==> src/rtl/ebpf_alu_pkg.sv <==
// Shared constants and types for the eBPF add/sub scheduler.
// The 64-bit datapath is built from two passes through one 32-bit slice.
package ebpf_alu_pkg;

  localparam int unsigned HALF_W = 32;
  localparam int unsigned DATA_W = 2 * HALF_W;

  typedef enum logic [1:0] {
    IDLE,
    LO,
    HI,
    RESP
  } state_e;

  typedef logic req_id_t;

endpackage

==> src/rtl/ebpf_addsub_sched_if.sv <==
// Request/response bundle between two requesters, one consumer and the scheduler.
interface ebpf_addsub_sched_if;
  import ebpf_alu_pkg::*;

  logic              req0_valid;
  logic              req0_ready;
  logic [DATA_W-1:0] req0_a;
  logic [DATA_W-1:0] req0_b;
  logic              req0_sub;
  logic              req0_is64;

  logic              req1_valid;
  logic              req1_ready;
  logic [DATA_W-1:0] req1_a;
  logic [DATA_W-1:0] req1_b;
  logic              req1_sub;
  logic              req1_is64;

  logic              rsp_valid;
  logic              rsp_ready;
  req_id_t           rsp_id;
  logic [DATA_W-1:0] rsp_result;
  logic              busy;

  modport master (
    output req0_valid, req0_a, req0_b, req0_sub, req0_is64,
    output req1_valid, req1_a, req1_b, req1_sub, req1_is64,
    output rsp_ready,
    input  req0_ready, req1_ready, rsp_valid, rsp_id, rsp_result, busy
  );

  modport slave (
    input  req0_valid, req0_a, req0_b, req0_sub, req0_is64,
    input  req1_valid, req1_a, req1_b, req1_sub, req1_is64,
    input  rsp_ready,
    output req0_ready, req1_ready, rsp_valid, rsp_id, rsp_result, busy
  );

endinterface

==> src/rtl/add32_cin.sv <==
// Combinational HALF_W-bit adder with carry-in and carry-out.
module add32_cin
  import ebpf_alu_pkg::*;
(
  input  logic [HALF_W-1:0] a,
  input  logic [HALF_W-1:0] b,
  input  logic              cin,
  output logic [HALF_W-1:0] s,
  output logic              cout
);

  assign {cout, s} = {1'b0, a} + {1'b0, b} + {{HALF_W{1'b0}}, cin};

endmodule

==> src/rtl/ebpf_addsub_sched.sv <==
// Round-robin scheduler sharing one 32-bit adder between two requesters; ALU64 ops take
// a low pass then a high pass with carry, ALU32 ops take one pass and zero-extend.
module ebpf_addsub_sched
  import ebpf_alu_pkg::*;
(
  input  logic                 clk,
  input  logic                 rst,
  ebpf_addsub_sched_if.slave   bus
);

  state_e            state_q, state_d;
  req_id_t           rr_ptr_q, rr_ptr_d;
  req_id_t           id_q, id_d;
  logic [DATA_W-1:0] a_q, a_d;
  logic [DATA_W-1:0] b_q, b_d;
  logic              sub_q, sub_d;
  logic              is64_q, is64_d;
  logic              carry_q, carry_d;
  logic [DATA_W-1:0] result_q, result_d;

  logic              idle;
  logic              any_valid;
  req_id_t           grant_id;
  logic              hi_pass;
  logic [HALF_W-1:0] slice_a, slice_b_raw, slice_b, slice_s;
  logic              slice_cin, slice_cout;

  // Lone valid wins outright; on contention rr_ptr picks.
  assign idle      = (state_q == IDLE);
  assign any_valid = bus.req0_valid | bus.req1_valid;
  assign grant_id  = bus.req1_valid & (~bus.req0_valid | rr_ptr_q);

  assign bus.req0_ready = idle & ~rst & bus.req0_valid & ~grant_id;
  assign bus.req1_ready = idle & ~rst & grant_id;
  assign bus.rsp_valid  = (state_q == RESP);
  assign bus.rsp_id     = id_q;
  assign bus.rsp_result = result_q;
  assign bus.busy       = ~idle;

  // Subtraction is A + ~B + 1; the +1 enters as the low-pass carry-in.
  assign hi_pass     = (state_q == HI);
  assign slice_a     = hi_pass ? a_q[DATA_W-1:HALF_W] : a_q[HALF_W-1:0];
  assign slice_b_raw = hi_pass ? b_q[DATA_W-1:HALF_W] : b_q[HALF_W-1:0];
  assign slice_b     = sub_q ? ~slice_b_raw : slice_b_raw;
  assign slice_cin   = hi_pass ? carry_q : sub_q;

  add32_cin u_add32_cin (
    .a    (slice_a),
    .b    (slice_b),
    .cin  (slice_cin),
    .s    (slice_s),
    .cout (slice_cout)
  );

  always_comb begin
    state_d  = state_q;
    rr_ptr_d = rr_ptr_q;
    id_d     = id_q;
    a_d      = a_q;
    b_d      = b_q;
    sub_d    = sub_q;
    is64_d   = is64_q;
    carry_d  = carry_q;
    result_d = result_q;

    unique case (state_q)
      IDLE: begin
        if (any_valid) begin
          id_d    = grant_id;
          a_d     = grant_id ? bus.req1_a : bus.req0_a;
          b_d     = grant_id ? bus.req1_b : bus.req0_b;
          sub_d   = grant_id ? bus.req1_sub : bus.req0_sub;
          is64_d  = grant_id ? bus.req1_is64 : bus.req0_is64;
          state_d = LO;
        end
      end
      LO: begin
        result_d[HALF_W-1:0] = slice_s;
        carry_d              = slice_cout;
        if (is64_q) begin
          state_d = HI;
        end else begin
          result_d[DATA_W-1:HALF_W] = '0;
          state_d                   = RESP;
        end
      end
      HI: begin
        // Top carry-out is dropped: results wrap mod 2^64.
        result_d[DATA_W-1:HALF_W] = slice_s;
        state_d                   = RESP;
      end
      RESP: begin
        if (bus.rsp_ready) begin
          rr_ptr_d = ~id_q;
          state_d  = IDLE;
        end
      end
      default: state_d = IDLE;
    endcase
  end

  always_ff @(posedge clk or posedge rst) begin
    if (rst) begin
      state_q  <= IDLE;
      rr_ptr_q <= 1'b0;
      id_q     <= 1'b0;
      a_q      <= '0;
      b_q      <= '0;
      sub_q    <= 1'b0;
      is64_q   <= 1'b0;
      carry_q  <= 1'b0;
      result_q <= '0;
    end else begin
      state_q  <= state_d;
      rr_ptr_q <= rr_ptr_d;
      id_q     <= id_d;
      a_q      <= a_d;
      b_q      <= b_d;
      sub_q    <= sub_d;
      is64_q   <= is64_d;
      carry_q  <= carry_d;
      result_q <= result_d;
    end
  end

endmodule

==> src/flat_wrapper.sv <==
// flat-port wrapper written by rule: the top's interface ports become plain ports
module ebpf_addsub_sched_flat import ebpf_alu_pkg::*;
  (clk, rst, bus_req0_valid, bus_req0_a, bus_req0_b, bus_req0_sub, bus_req0_is64, bus_req1_valid, bus_req1_a, bus_req1_b, bus_req1_sub, bus_req1_is64, bus_rsp_ready, bus_req0_ready, bus_req1_ready, bus_rsp_valid, bus_rsp_id, bus_rsp_result, bus_busy);
  ebpf_addsub_sched_if bus_i ();
  input  logic clk;
  input  logic rst;
  input wire logic [$bits(bus_i.req0_valid)-1:0] bus_req0_valid;
  input wire logic [$bits(bus_i.req0_a)-1:0] bus_req0_a;
  input wire logic [$bits(bus_i.req0_b)-1:0] bus_req0_b;
  input wire logic [$bits(bus_i.req0_sub)-1:0] bus_req0_sub;
  input wire logic [$bits(bus_i.req0_is64)-1:0] bus_req0_is64;
  input wire logic [$bits(bus_i.req1_valid)-1:0] bus_req1_valid;
  input wire logic [$bits(bus_i.req1_a)-1:0] bus_req1_a;
  input wire logic [$bits(bus_i.req1_b)-1:0] bus_req1_b;
  input wire logic [$bits(bus_i.req1_sub)-1:0] bus_req1_sub;
  input wire logic [$bits(bus_i.req1_is64)-1:0] bus_req1_is64;
  input wire logic [$bits(bus_i.rsp_ready)-1:0] bus_rsp_ready;
  output wire logic [$bits(bus_i.req0_ready)-1:0] bus_req0_ready;
  output wire logic [$bits(bus_i.req1_ready)-1:0] bus_req1_ready;
  output wire logic [$bits(bus_i.rsp_valid)-1:0] bus_rsp_valid;
  output wire logic [$bits(bus_i.rsp_id)-1:0] bus_rsp_id;
  output wire logic [$bits(bus_i.rsp_result)-1:0] bus_rsp_result;
  output wire logic [$bits(bus_i.busy)-1:0] bus_busy;
  assign bus_i.req0_valid = bus_req0_valid;
  assign bus_i.req0_a = bus_req0_a;
  assign bus_i.req0_b = bus_req0_b;
  assign bus_i.req0_sub = bus_req0_sub;
  assign bus_i.req0_is64 = bus_req0_is64;
  assign bus_i.req1_valid = bus_req1_valid;
  assign bus_i.req1_a = bus_req1_a;
  assign bus_i.req1_b = bus_req1_b;
  assign bus_i.req1_sub = bus_req1_sub;
  assign bus_i.req1_is64 = bus_req1_is64;
  assign bus_i.rsp_ready = bus_rsp_ready;
  assign bus_req0_ready = bus_i.req0_ready;
  assign bus_req1_ready = bus_i.req1_ready;
  assign bus_rsp_valid = bus_i.rsp_valid;
  assign bus_rsp_id = bus_i.rsp_id;
  assign bus_rsp_result = bus_i.rsp_result;
  assign bus_busy = bus_i.busy;
  ebpf_addsub_sched u_core (.clk(clk), .rst(rst), .bus(bus_i));
endmodule
==> config.mk <==
export PLATFORM = sky130hd
export DESIGN_NAME = ebpf_addsub_sched_flat
export DESIGN_NICKNAME = d
export VERILOG_FILES = /design/src/rtl/ebpf_alu_pkg.sv /design/src/rtl/ebpf_addsub_sched_if.sv /design/src/rtl/add32_cin.sv /design/src/rtl/ebpf_addsub_sched.sv /design/src/flat_wrapper.sv
export SDC_FILE = /design/constraint.sdc
export NUM_CORES = 1
export LEC_CHECK = 0
export BUFFER_PORTS_ARGS = -buffer_cell sky130_fd_sc_hd__clkbuf_2
export CAP_MARGIN = 40
export CORE_ASPECT_RATIO = 1.75
export CORE_MARGIN = 5
export CORE_UTILIZATION = 53
export CTS_CLUSTER_DIAMETER = 200
export CTS_CLUSTER_SIZE = 30
export DETAILED_ROUTE_END_ITERATION = 6
export PLACE_DENSITY = 0.82
export SYNTH_ARGS = -nofsm -noshare
export SYNTH_HDL_FRONTEND = slang
export SYNTH_SLANG_ARGS = --single-unit
==> constraint.sdc <==
create_clock -name clk -period 9 [get_ports clk]
set_input_delay 1.8 -clock clk [delete_from_list [all_inputs] [get_ports clk]]
set_output_delay 1.8 -clock clk [all_outputs]
set_load 0.005 [all_outputs]
=== Word level (Yosys, flattened, before mapping) ===
Cells that the tools add are included.
W data, S select, Z words.

* Magnitude comparators: 0
* Reductions and logical operators: 6
* Divide/modulo/power cells: 0
* Multiplexer cells: 14
* Eq/ne operators: 6
* Add/subtract/negate cells: 2
* $mul: 0
* Bitwise gates (word level): 13
* Shift-type cells: 0

{| class="wikitable"
|+ Operator list
! cell !! number
|-
| $mux W32 || 4
|-
| $mux W64 || 2
|-
| $pmux W32 S2 || 1
|-
| $add A32 B32 Y33 || 1
|-
| $add A33 B1 Y33 || 1
|-
| $not A32 Y32 || 1
|-
| $pmux W2 S4 || 1
|-
| $reduce_and A2 Y1 || 4
|-
| $ne A2 B2 Y1 const B || 3
|-
| $and A1 B1 Y1 || 5
|-
| $not A1 Y1 || 5
|-
| $eq A2 B2 Y1 const B || 2
|-
| $mux W1 || 4
|-
| $mux W2 || 2
|-
| $eq A2 B1 Y1 const B || 1
|-
| $logic_not A2 Y1 || 1
|-
| $or A1 B1 Y1 || 2
|-
| $reduce_bool A2 Y1 || 1
|}

* Bits in registers: 199
* Bits of input ports: 265
* Memories: 0
* Bits in latches: 0
* Output and inout port bits: 69
* Bits in writable memories: 0
* Logic and storage cells: 51
* ROM bits: 0

=== Logic depth before layout (Yosys ltp) ===
Gate-level depths: netlist (run 1).

* Depth after elaboration: 7
* Depth in mapped cells: 15

=== By module ===
From an unflattened synthesis (run 1), not the netlist that was laid out.

* Cells, all modules: 1332
* Area total of the unflattened synthesis: 11876.4 um^2

{| class="wikitable"
|+ By module, submodules not included
! module !! seq. area each (um^2) !! area each (um^2) !! times used !! cells each
|-
| ebpf_addsub_sched || 4979.8 || 10126.0 || 1 || 1088
|-
| add32_cin || 0.0 || 1750.4 || 1 || 244
|}

=== Worst setup path after synthesis (run 1) ===
No wires, ideal clock.

* Path type: input port to output port
* Start point: input port bus_req0_valid
* End point: output port bus_req1_ready
* Arrival: 2.784 ns
* Stages on the path: 6
* Data required time: 7.200 ns
* Slack: 4.416 ns
* Path buffers: 3
* Cell sequence: inv_1 > o21ai_0 > clkbuf_1 > clkbuf_1 > buf_2 > nor3_1

* Cells in the longest elaborated chain, start to end: 4

{| class="wikitable"
|+ Ends and longest elaborated chain
! item !! line !! source
|-
| from (decl) || flat_wrapper.sv:7 || <nowiki>input wire logic [$bits(bus_i.req0_valid)-1:0] bus_req0_valid;</nowiki>
|-
| $not A1 Y1 || ebpf_addsub_sched.sv:31 || <nowiki>assign grant_id = bus.req1_valid & (~bus.req0_valid | rr_ptr_q);</nowiki>
|-
| $or A1 B1 Y1 || ebpf_addsub_sched.sv:31 ||
|-
| $and A1 B1 Y1 || ebpf_addsub_sched.sv:31 ||
|-
| $and A1 B1 Y1 || ebpf_addsub_sched.sv:34 || <nowiki>assign bus.req1_ready = idle & ~rst & grant_id;</nowiki>
|-
| to (decl) || flat_wrapper.sv:19 || <nowiki>output wire logic [$bits(bus_i.req1_ready)-1:0] bus_req1_ready;</nowiki>
|}

No other way between the ends.

=== Worst setup path after layout (run 1) ===
* Start point: input port bus_req0_valid
* End point: output port bus_req0_ready

* Cells in the longest elaborated chain, start to end: 5

{| class="wikitable"
|+ Ends and longest elaborated chain
! item !! line !! source
|-
| $not A1 Y1 || ebpf_addsub_sched.sv:31 ||
|-
| $or A1 B1 Y1 || ebpf_addsub_sched.sv:31 ||
|-
| $and A1 B1 Y1 || ebpf_addsub_sched.sv:31 ||
|-
| $not A1 Y1 || ebpf_addsub_sched.sv:33 || <nowiki>assign bus.req0_ready = idle & ~rst & bus.req0_valid & ~grant_id;</nowiki>
|-
| $and A1 B1 Y1 * || ebpf_addsub_sched.sv:33 ||
|-
| to (decl) || flat_wrapper.sv:18 || <nowiki>output wire logic [$bits(bus_i.req0_ready)-1:0] bus_req0_ready;</nowiki>
|}

Every way passes the cells marked *; elsewhere a longest branch is shown, timed or not.

==> impl_summary.txt, run 1 <==
----------------------------------------------------
[Clock tree]
  Number of buffers created by CTS ... 17
  Maximum count of clock buffers along a single path ... 2
  Library cell used as clock root buffer ... sky130_fd_sc_hd__clkbuf_16
  Post-CTS Setup Bufs ... 0
  CTS clk-pin slew, worst paths ... 70 ps
  CTS tree ... done
  Post-cts sizing count ... 0
  # hold bufs at CTS ... 0
  CTS Sinks ... 199
  Clock insertion delay at the later pin of the skew report ... roughly 440 ps
  H-Tree Depth ... 4

[Timing]
  Worst hold slack ... about 480 ps
  Setup violations, final ... 0
  Number of max-slew violations in the final report ... 0
  Setup TNS ... 0 ps
  Period Utilization, post-route ... a little over half
  Unrepaired setup endpoints after global routing ... no
  Final critical-path setup slack ... roughly 4300 ps
  Min Clock Period, post-route ... approximately 4700 ps
  Worst clock skew ... ~9.5 ps
  Max Fclk ... 210.6 MHz
  Slew HR ... 38.13%
  Least-Margin Pin Slew ... 928.1 ps
  Final Hold Fails ... 0

[Logic synthesis]
  Area share of and/or/nand/nor cells after synthesis ... under 10%
  Xor and xnor area share after synthesis ... 4.010%
  Distinct cell type count after synthesis ... 69
  Post-Syn Instances ... approximately 1100
  Number of synthesized flops with an enable pin ... 0
  Adder-cell share of the synthesized area ... 4.208%
  Share of synthesized registers carrying an async set or reset ... 100.0%
  Dominant register cell in the synthesized netlist ... sky130_fd_sc_hd__dfrtp_1
  Total nets after synthesis ... between 1000 and 1500
  Largest family of logic cells by synthesized area ... multiplexers
  Multiplexer share of the synthesized area ... 19.86%
  Cell Area, Synth ... approximately 11000 sq um
  Area fraction in compound gates after synthesis ... 16.12%
  Seq/Total Area, Yosys ... 43.84%
  Average cell area after synthesis ... ~10 sq um
  Yosys warning count ... 0
  Flip-flop and latch count after synthesis ... 199

[Placed design]
  Pre-CTS setup slack ... 4274 ps
  Number of buffers inserted by port buffering ... 333
  Post-detailed-placement half-perimeter wirelength ... between 20000 and 25000 microns
  Cell area after placement ... between 10000 and 15000 sq um
  Routability cong. ... 0.9207

[Die]
  Vertical die dimension ... 203.7 microns
  Starting density of the core ... 53.27%
  Ports placed on the boundary ... 334
  Standard-cell rows ... between 70 and 80
  Die footprint ... 24570 sq um
  Die extent in x ... 120.7 microns
  Total core area ... 21320 sq um

[Layout]
  Final non-filler cell area ... 13940 sq um
  Commonest non-fill, non-tap cell in the layout ... sky130_fd_sc_hd__clkbuf_2
  Share of post-route cells with drive strength above 1 ... 32.21%
  Commonest non-fill, non-tap cells in the layout ... sky130_fd_sc_hd__clkbuf_2 (333), sky130_fd_sc_hd__dfrtp_1 (198), sky130_fd_sc_hd__nand2_1 (168), sky130_fd_sc_hd__mux2i_1 (162), sky130_fd_sc_hd__o21ai_0 (148)
  Final antenna diode count ... 0
  Number of fill cells ... between 1500 and 2000
  Sequential cell area in the final layout ... 4981 sq um
  Net count, final ... 1717
  Area used by multi-input combinational logic ... about 6100 sq um
  Signed area change from the synthesized netlist to the final layout ... 22.76%

[Setup path]
  Max stage delay on crit path ... 700 ps
  Worst setup path endpoint ... bus_req0_ready
  Cell breakdown of the critical path ... clkbuf_2, inv_1, a2111oi_0, clkbuf_2
  Critical path launch point ... bus_req0_valid
  Required time of the critical path ... approximately 7000 ps
  Path length in cells of the critical path ... 4
  Kind of end point of the critical path ... output port
  Reg-to-reg endpoint ... u_core.bus.rsp_result[62]$_DFFE_PP0P_
  Data arrival at the endpoint of the critical path ... 2950 ps
  Worst-path cell with the longest stage delay ... sky130_fd_sc_hd__a2111oi_0
  Startpoint Class ... input port
  Critical path's top delay family ... compound AO/OA/AOI/OAI gates
  Startpoint of the worst-slack reg-to-reg timing path ... u_core.state_q[0]$_DFFE_PP0P_
  Biggest fanout along the worst timing path ... 3
  Kind of critical path ... input port to output port
  Cell occurring most often along the worst timing path ... sky130_fd_sc_hd__clkbuf_2
  Register-to-register setup slack ... 4300 ps
  Count of buffer and inverter cells on the critical path ... 3
  Worst-case reg-to-reg path depth ... 14

[Power and ir drop]
  Worst vdd ir ... 0.2381 mV
  Static leakage ... 7.194 nW
  Power per Cell Area ... 484.7 nW/um^2

[Detailed routing]
  Pre-antenna DRT Iters ... 5
  Via total after detailed routing ... 9405
  Wire length per cell ... 18.39 microns
  Final ANT Viol Nets ... 0
  Final routed wirelength across all metal layers ... 30940 microns
  Number of remaining DRC errors ... 0
  Via count normalized by instance count ... 5.588
  First DRT Iteration DRCs ... 516

[Global route]
  Global routing usage on met2 ... 45.09%
  Gr ovfl total ... 0
  Largest net degree at the start of global routing ... 120
  Met3 capacity usage during global routing ... 3.579%
  Overall fraction of global-route tracks in use ... 25.16%
  Grt peak-use layer ... met2
  Met1 track utilization from global routing ... 31.03%
  Vias in the first global route ... 9747
  Global-route wire length before repair ... 48920 microns
  Number of antenna violations at the first check in global routing ... 0

[Worst hold path]
  Hold/Removal Path Class ... flip-flop to flip-flop

[Job]
  Maximum Capacitance Violations ... 0

[Run status]
  Status ... completed

----------------------------------------------------
kinds of logic (layout without fill, tap and decap cells):
| logic type | after synthesis | after routing |
|---|---|---|
| AOI/OAI and AO/OA | 288 | 288 |
| buffers and inverters | 86 | 398 |
| and+or+nand+nor | 236 | 236 |
| muxes | 218 | 218 |
| DFF | 199 | 199 |
| adders and majority gates | 37 | 37 |
| xor gates and xnor gates | 52 | 52 |
how the worst min path moves through the flow:
stage | slack, ps | start | end | cells after the start
floorplan | 440 | u_core.a_q[32]$_DFFE_PP0P_ | u_core.a_q[32]$_DFFE_PP0P_ | 2
global placement | 460 | u_core.a_q[36]$_DFFE_PP0P_ | u_core.a_q[36]$_DFFE_PP0P_ | 2
detailed placement | 470 | u_core.a_q[36]$_DFFE_PP0P_ | u_core.a_q[36]$_DFFE_PP0P_ | 2
CTS | 480 | u_core.a_q[14]$_DFFE_PP0P_ | u_core.a_q[14]$_DFFE_PP0P_ | 2
global route | 500 | u_core.b_q[16]$_DFFE_PP0P_ | u_core.b_q[16]$_DFFE_PP0P_ | 2
finish | 480 | u_core.a_q[14]$_DFFE_PP0P_ | u_core.a_q[14]$_DFFE_PP0P_ | 2
metal layers:
| layer | vias to the layer above | wire [microns] | share of wire (%) |
|---|---|---|---|
| met3 | 51 | 1368 | 4.4 |
| met4 | 0 | 798 | 2.6 |
| met1 | 4468 | 12360 | 40 |
| met5 | - | 0 | 0 |
| met2 | 300 | 16410 | 53 |
| li1 | 4586 | - | - |
layout make-up:
class / count / area share (%)
Inverter: 19 / 0.5653
Tap cell: 255 / 2.288
Clock inverter: 10 / 1.193
Timing Repair Buffer: 347 / 13.32
Clock buffer: 22 / 3.329
Sequential cell: 199 / 35.72
Multi-Input combinational cell: 831 / 43.58
synthesized netlist by cell type, drive strengths merged, types with 2 or more instances:
master / n / area (sq um)
dfrtp: 199 / 4980
mux2: 56 / 634.4
inv: 19 / 71.31
a22oi: 2 / 15.01
buf: 20 / 92.59
a211oi: 5 / 42.54
o211a: 2 / 20.02
nor2b: 5 / 31.28
o31ai: 15 / 112.6
nand2: 168 / 630.6
nand3: 11 / 60.06
o221ai: 3 / 50.05
nor2: 22 / 82.58
and4: 3 / 28.78
clkbuf: 47 / 176.4
o21a: 5 / 37.54
ha: 35 / 437.9
o21ai: 156 / 784.5
o22ai: 2 / 18.77
a21oi: 34 / 188.9
nand2b: 4 / 25.02
and3: 4 / 30.03
nor3: 3 / 15.01
a21o: 13 / 97.59
a31o: 2 / 17.52
xor2: 4 / 35.03
a31oi: 5 / 37.53
mux2i: 162 / 1622
o2111ai: 2 / 17.52
xnor2: 48 / 420.4
and2: 3 / 18.77
nand4: 3 / 25.02
fa: 2 / 40.04
a32o: 2 / 20.02
o211ai: 3 / 27.52
or3: 5 / 31.28
a22o: 20 / 175.2
and3b: 2 / 17.52
a21boi: 6 / 45.04
o21bai: 2 / 15.01
where the power goes:
part	internal [W]	total, W	switching, W	leakage, nW
Clock	0.000482	0.000822	0.000339	0.301
Sequential	0.00132	0.00156	0.000236	2.48
Combinational	0.00180	0.00438	0.00258	4.41
Total	0.00361	0.00676	0.00315	7.19
state kept, by name, summed over array words and instances, names as in the netlist:
name,flops
u_core.b_q,64
u_core.bus.rsp_result,64
u_core.a_q,64
u_core.is64_q,1
u_core.sub_q,1
u_core.carry_q,1
u_core.state_q,2
u_core.rr_ptr_q,1
u_core.bus.rsp_id,1
per-stage QoR:
step | power, W | util [%] | cells
3_5_place_dp | 0.005906 | 62.44 | 1651
6_report | 0.006758 | 65.40 | 1683
3_3_place_gp | 0.005763 | 61.87 | 1646
4_1_cts | 0.006752 | 65.40 | 1683
2_1_floorplan | 0.004704 | - | 1116
5_1_grt | 0.007288 | 65.40 | 1683
worst reg2reg max path, stage by stage (launching register included):
cell	delay, ps
sky130_fd_sc_hd__dfrtp_1	430
sky130_fd_sc_hd__inv_1	150
sky130_fd_sc_hd__ha_4	280
sky130_fd_sc_hd__buf_4	740
sky130_fd_sc_hd__mux2i_1	340
sky130_fd_sc_hd__xnor2_1	120
sky130_fd_sc_hd__fa_1	460
sky130_fd_sc_hd__fa_1	420
sky130_fd_sc_hd__a21oi_1	230
sky130_fd_sc_hd__o22ai_2	160
sky130_fd_sc_hd__o221ai_4	380
sky130_fd_sc_hd__o22ai_1	170
sky130_fd_sc_hd__o2111ai_1	280
sky130_fd_sc_hd__a21boi_0	170
sky130_fd_sc_hd__o31ai_1	270
Note: power is estimated with default switching activity, not from simulation.
==> run 2: changes to the inputs <==
==> constraint.sdc (replaced) <==
create_clock -name clk -period 4.85 [get_ports clk]
set_input_delay 0.97 -clock clk [delete_from_list [all_inputs] [get_ports clk]]
set_output_delay 0.97 -clock clk [all_outputs]
set_load 0.005 [all_outputs]
==> impl_summary.txt, run 2 (synthesis gave the netlist of run 1 again) <==
----------------------------------------------------
[Detailed routing]
  Wire length per cell ... 18.53 microns (was 18.39 microns)
  Final ANT Viol Nets ... 0 (unchanged)
  Number of remaining DRC errors ... 0 (unchanged)
  Final routed wirelength across all metal layers ... 31190 microns (was 30940 microns)
  Pre-antenna DRT Iters ... 5 (unchanged)
  Via total after detailed routing ... 9335 (was 9405)
  Via count normalized by instance count ... 5.547 (was 5.588)
  First DRT Iteration DRCs ... 577 (was 516)

[Placed design]
  Post-detailed-placement half-perimeter wirelength ... 24620 microns (was 24290 microns)
  Number of buffers inserted by port buffering ... 333 (unchanged)
  Routability cong. ... 0.9734 (was 0.9207)

[Power and ir drop]
  Total chip power ... 0.01240 W (was 0.006758 W)
  Worst vdd ir ... 0.8690 mV (was 0.2381 mV)
  Clock share of power ... 11.2% (was 12.2%)
  Power per Cell Area ... 895.1 nW/um^2 (was 484.7 nW/um^2)
  Sw Share ... 47.33% (was 46.65%)
  Static leakage ... 7.139 nW (was 7.194 nW)
  Cell internal pwr ... 0.006531 W (was 0.003605 W)
  Reg power frac ... 23.7% (was 23.1%)
  Comb pwr share ... 65.1% (was 64.8%)
  Net switching power ... 0.005868 W (was 0.003153 W)

[Clock tree]
  Clock insertion delay at the later pin of the skew report ... 440 ps (about the same)
  Post-CTS Setup Bufs ... 0 (unchanged)
  # hold bufs at CTS ... 0 (unchanged)
  Post-cts sizing count ... 0 (unchanged)
  CTS Sinks ... 199 (unchanged)
  Number of buffers created by CTS ... 17 (unchanged)
  Library cell used as clock root buffer ... sky130_fd_sc_hd__clkbuf_16 (unchanged)
  Maximum count of clock buffers along a single path ... 2 (unchanged)
  CTS clk-pin slew, worst paths ... 70 ps (about the same)
  CTS tree ... done (unchanged)
  H-Tree Depth ... 4 (unchanged)

[Die]
  Die extent in x ... 120.7 microns (unchanged)
  Vertical die dimension ... 203.7 microns (unchanged)
  Standard-cell rows ... 71 (unchanged)
  Total core area ... 21320 sq um (unchanged)
  Starting density of the core ... 53.27% (unchanged)
  Die footprint ... 24570 sq um (unchanged)
  Ports placed on the boundary ... 334 (unchanged)

[Setup path]
  Reg-to-reg endpoint ... u_core.bus.rsp_result[53]$_DFFE_PP0P_ (was u_core.bus.rsp_result[62]$_DFFE_PP0P_)
  Path length in cells of the critical path ... 13 (was 4)
  Cell breakdown of the critical path ... inv_1, ha_4, buf_4, mux2i_1, xnor2_1, ha_1, nand3_1, o211ai_2, nand4_2, a21oi_2, o21bai_1, a21boi_0, o31ai_1 (was clkbuf_2, inv_1, a2111oi_0, clkbuf_2)
  Required time of the critical path ... 5150 ps (was 7200 ps)
  Data arrival at the endpoint of the critical path ... 4200 ps (was 2950 ps)
  Register-to-register setup slack ... 950 ps (was 4300 ps)
  Max stage delay on crit path ... 490 ps (was 700 ps)
  Critical path's top delay family ... compound AO/OA/AOI/OAI gates (unchanged)
  Worst-path cell with the longest stage delay ... sky130_fd_sc_hd__a21boi_0 (was sky130_fd_sc_hd__a2111oi_0)
  Count of buffer and inverter cells on the critical path ... 2 (was 3)
  Startpoint of the worst-slack reg-to-reg timing path ... u_core.state_q[0]$_DFFE_PP0P_ (unchanged)
  Worst setup path endpoint ... u_core.bus.rsp_result[53]$_DFFE_PP0P_ (was bus_req0_ready)
  Startpoint Class ... flip-flop (was input port)
  Kind of end point of the critical path ... flip-flop (was output port)
  Critical path launch point ... u_core.state_q[0]$_DFFE_PP0P_ (was bus_req0_valid)
  Kind of critical path ... flip-flop to flip-flop (was input port to output port)
  Worst-case reg-to-reg path depth ... 13 (was 14)
  Biggest fanout along the worst timing path ... 27 (was 3)

[Global route]
  Overall fraction of global-route tracks in use ... 25.30% (was 25.16%)
  Global-route wire length before repair ... 49070 microns (was 48920 microns)
  Number of antenna violations at the first check in global routing ... 0 (unchanged)
  Gr ovfl total ... 0 (unchanged)
  Largest net degree at the start of global routing ... 262 (was 120)
  Vias in the first global route ... 9619 (was 9747)

[Layout]
  Share of post-route cells with drive strength above 1 ... 32.35% (was 32.21%)
  Signed area change from the synthesized netlist to the final layout ... 21.95% (was 22.76%)
  Commonest non-fill, non-tap cell in the layout ... sky130_fd_sc_hd__clkbuf_2 (unchanged)
  Final antenna diode count ... 0 (unchanged)
  Commonest non-fill, non-tap cells in the layout ... sky130_fd_sc_hd__clkbuf_2 (333), sky130_fd_sc_hd__dfrtp_1 (198), sky130_fd_sc_hd__nand2_1 (168), sky130_fd_sc_hd__mux2i_1 (162), sky130_fd_sc_hd__o21ai_0 (148) (unchanged)
  Net count, final ... 1717 (unchanged)
  Fin util ... 64.97% (was 65.40%)

[Run status]
  Status ... completed (unchanged)

[Timing]
  Setup TNS ... 0 ps (unchanged)
  Final Hold Fails ... 0 (unchanged)
  Number of max-slew violations in the final report ... 0 (unchanged)
  Worst clock skew ... 14.87 ps (was 9.491 ps)
  Period Utilization, post-route ... 80.45%
  Slew HR ... 42.16% (was 38.13%)
  Min Clock Period, post-route ... 3902 ps
  Max Fclk ... 256.3 MHz
  Least-Margin Pin Slew ... 867.6 ps (was 928.1 ps)
  Unrepaired setup endpoints after global routing ... no (unchanged)
  Setup violations, final ... 0 (unchanged)

[Job]
  Maximum Capacitance Violations ... 0 (unchanged)

[Worst hold path]
  Hold path startpoint ... u_core.a_q[46]$_DFFE_PP0P_ (was u_core.a_q[14]$_DFFE_PP0P_)
  Hold/Removal Path Class ... flip-flop to flip-flop (unchanged)

----------------------------------------------------
-- run 2: final cells by class --
cell class | instances | area [sq um]
clock buffer | 21 | 460.4
tap | 255 | 319.1
inverter | 19 | 75.07
multi-input combinational | 831 | 6080
sequential | 199 | 4981
clock inverter | 11 | 116.4
timing repair buffer | 347 | 1821
fill | 1787 | 7468
-- run 2: worst min-delay path by stage --
stage                                            end  slack (ps)  cells after the start
6_report                  u_core.a_q[46]$_DFFE_PP0P_         480                      2
5_1_grt                    u_core.b_q[3]$_DFFE_PP0P_         500                      2
4_1_cts        u_core.bus.rsp_result[34]$_DFFE_PP0P_         480                      2
3_5_place_dp   u_core.bus.rsp_result[34]$_DFFE_PP0P_         460                      2
3_3_place_gp              u_core.a_q[37]$_DFFE_PP0P_         460                      2
2_1_floorplan             u_core.a_q[32]$_DFFE_PP0P_         440                      2
-- run 2: power by group through the flow --
stage	Combinational, W	Clock, W	Sequential (W)
final	0.00807	0.00139	0.00294
after global routing	0.00889	0.00148	0.00303
after CTS	0.00805	0.00141	0.00294
after detailed placement	0.00799	0	0.00297
after global placement	0.00778	0	0.00294
after floorplan	0.00594	0	0.00279
-- run 2: tightest hold or removal path: stages, from the launching register on --
cell	delay [ps]
sky130_fd_sc_hd__dfrtp_1	340
sky130_fd_sc_hd__nand2_1	50
sky130_fd_sc_hd__o21ai_0	60
-- run 2: metal layers --
layer / track usage (%) / vias up / wire length (microns)
li1: - / 4577 / -
met1: 32.14 / 4411 / 12690
met2: 43.33 / 287 / 16050
met3: 3.302 / 60 / 1329
met4: 10.62 / 0 / 1125
met5: 0 / - / 0
-- run 2: per-stage QoR --
| step | worst slack, ps | hold slack, ps | cells | cell area (sq um) |
|---|---|---|---|---|
| 3_5_place_dp | 989.8 | 459.6 | 1651 | 13280 |
| 2_1_floorplan | 907.3 | 444.4 | 1116 | 11360 |
| 5_1_grt | 717.5 | 499.3 | 1683 | 13850 |
| 6_report | 947.9 | 479.0 | 1683 | 13850 |
| 3_3_place_gp | 1076 | 457.0 | 1649 | 13240 |
| 4_1_cts | 953.7 | 476.4 | 1683 | 13850 |
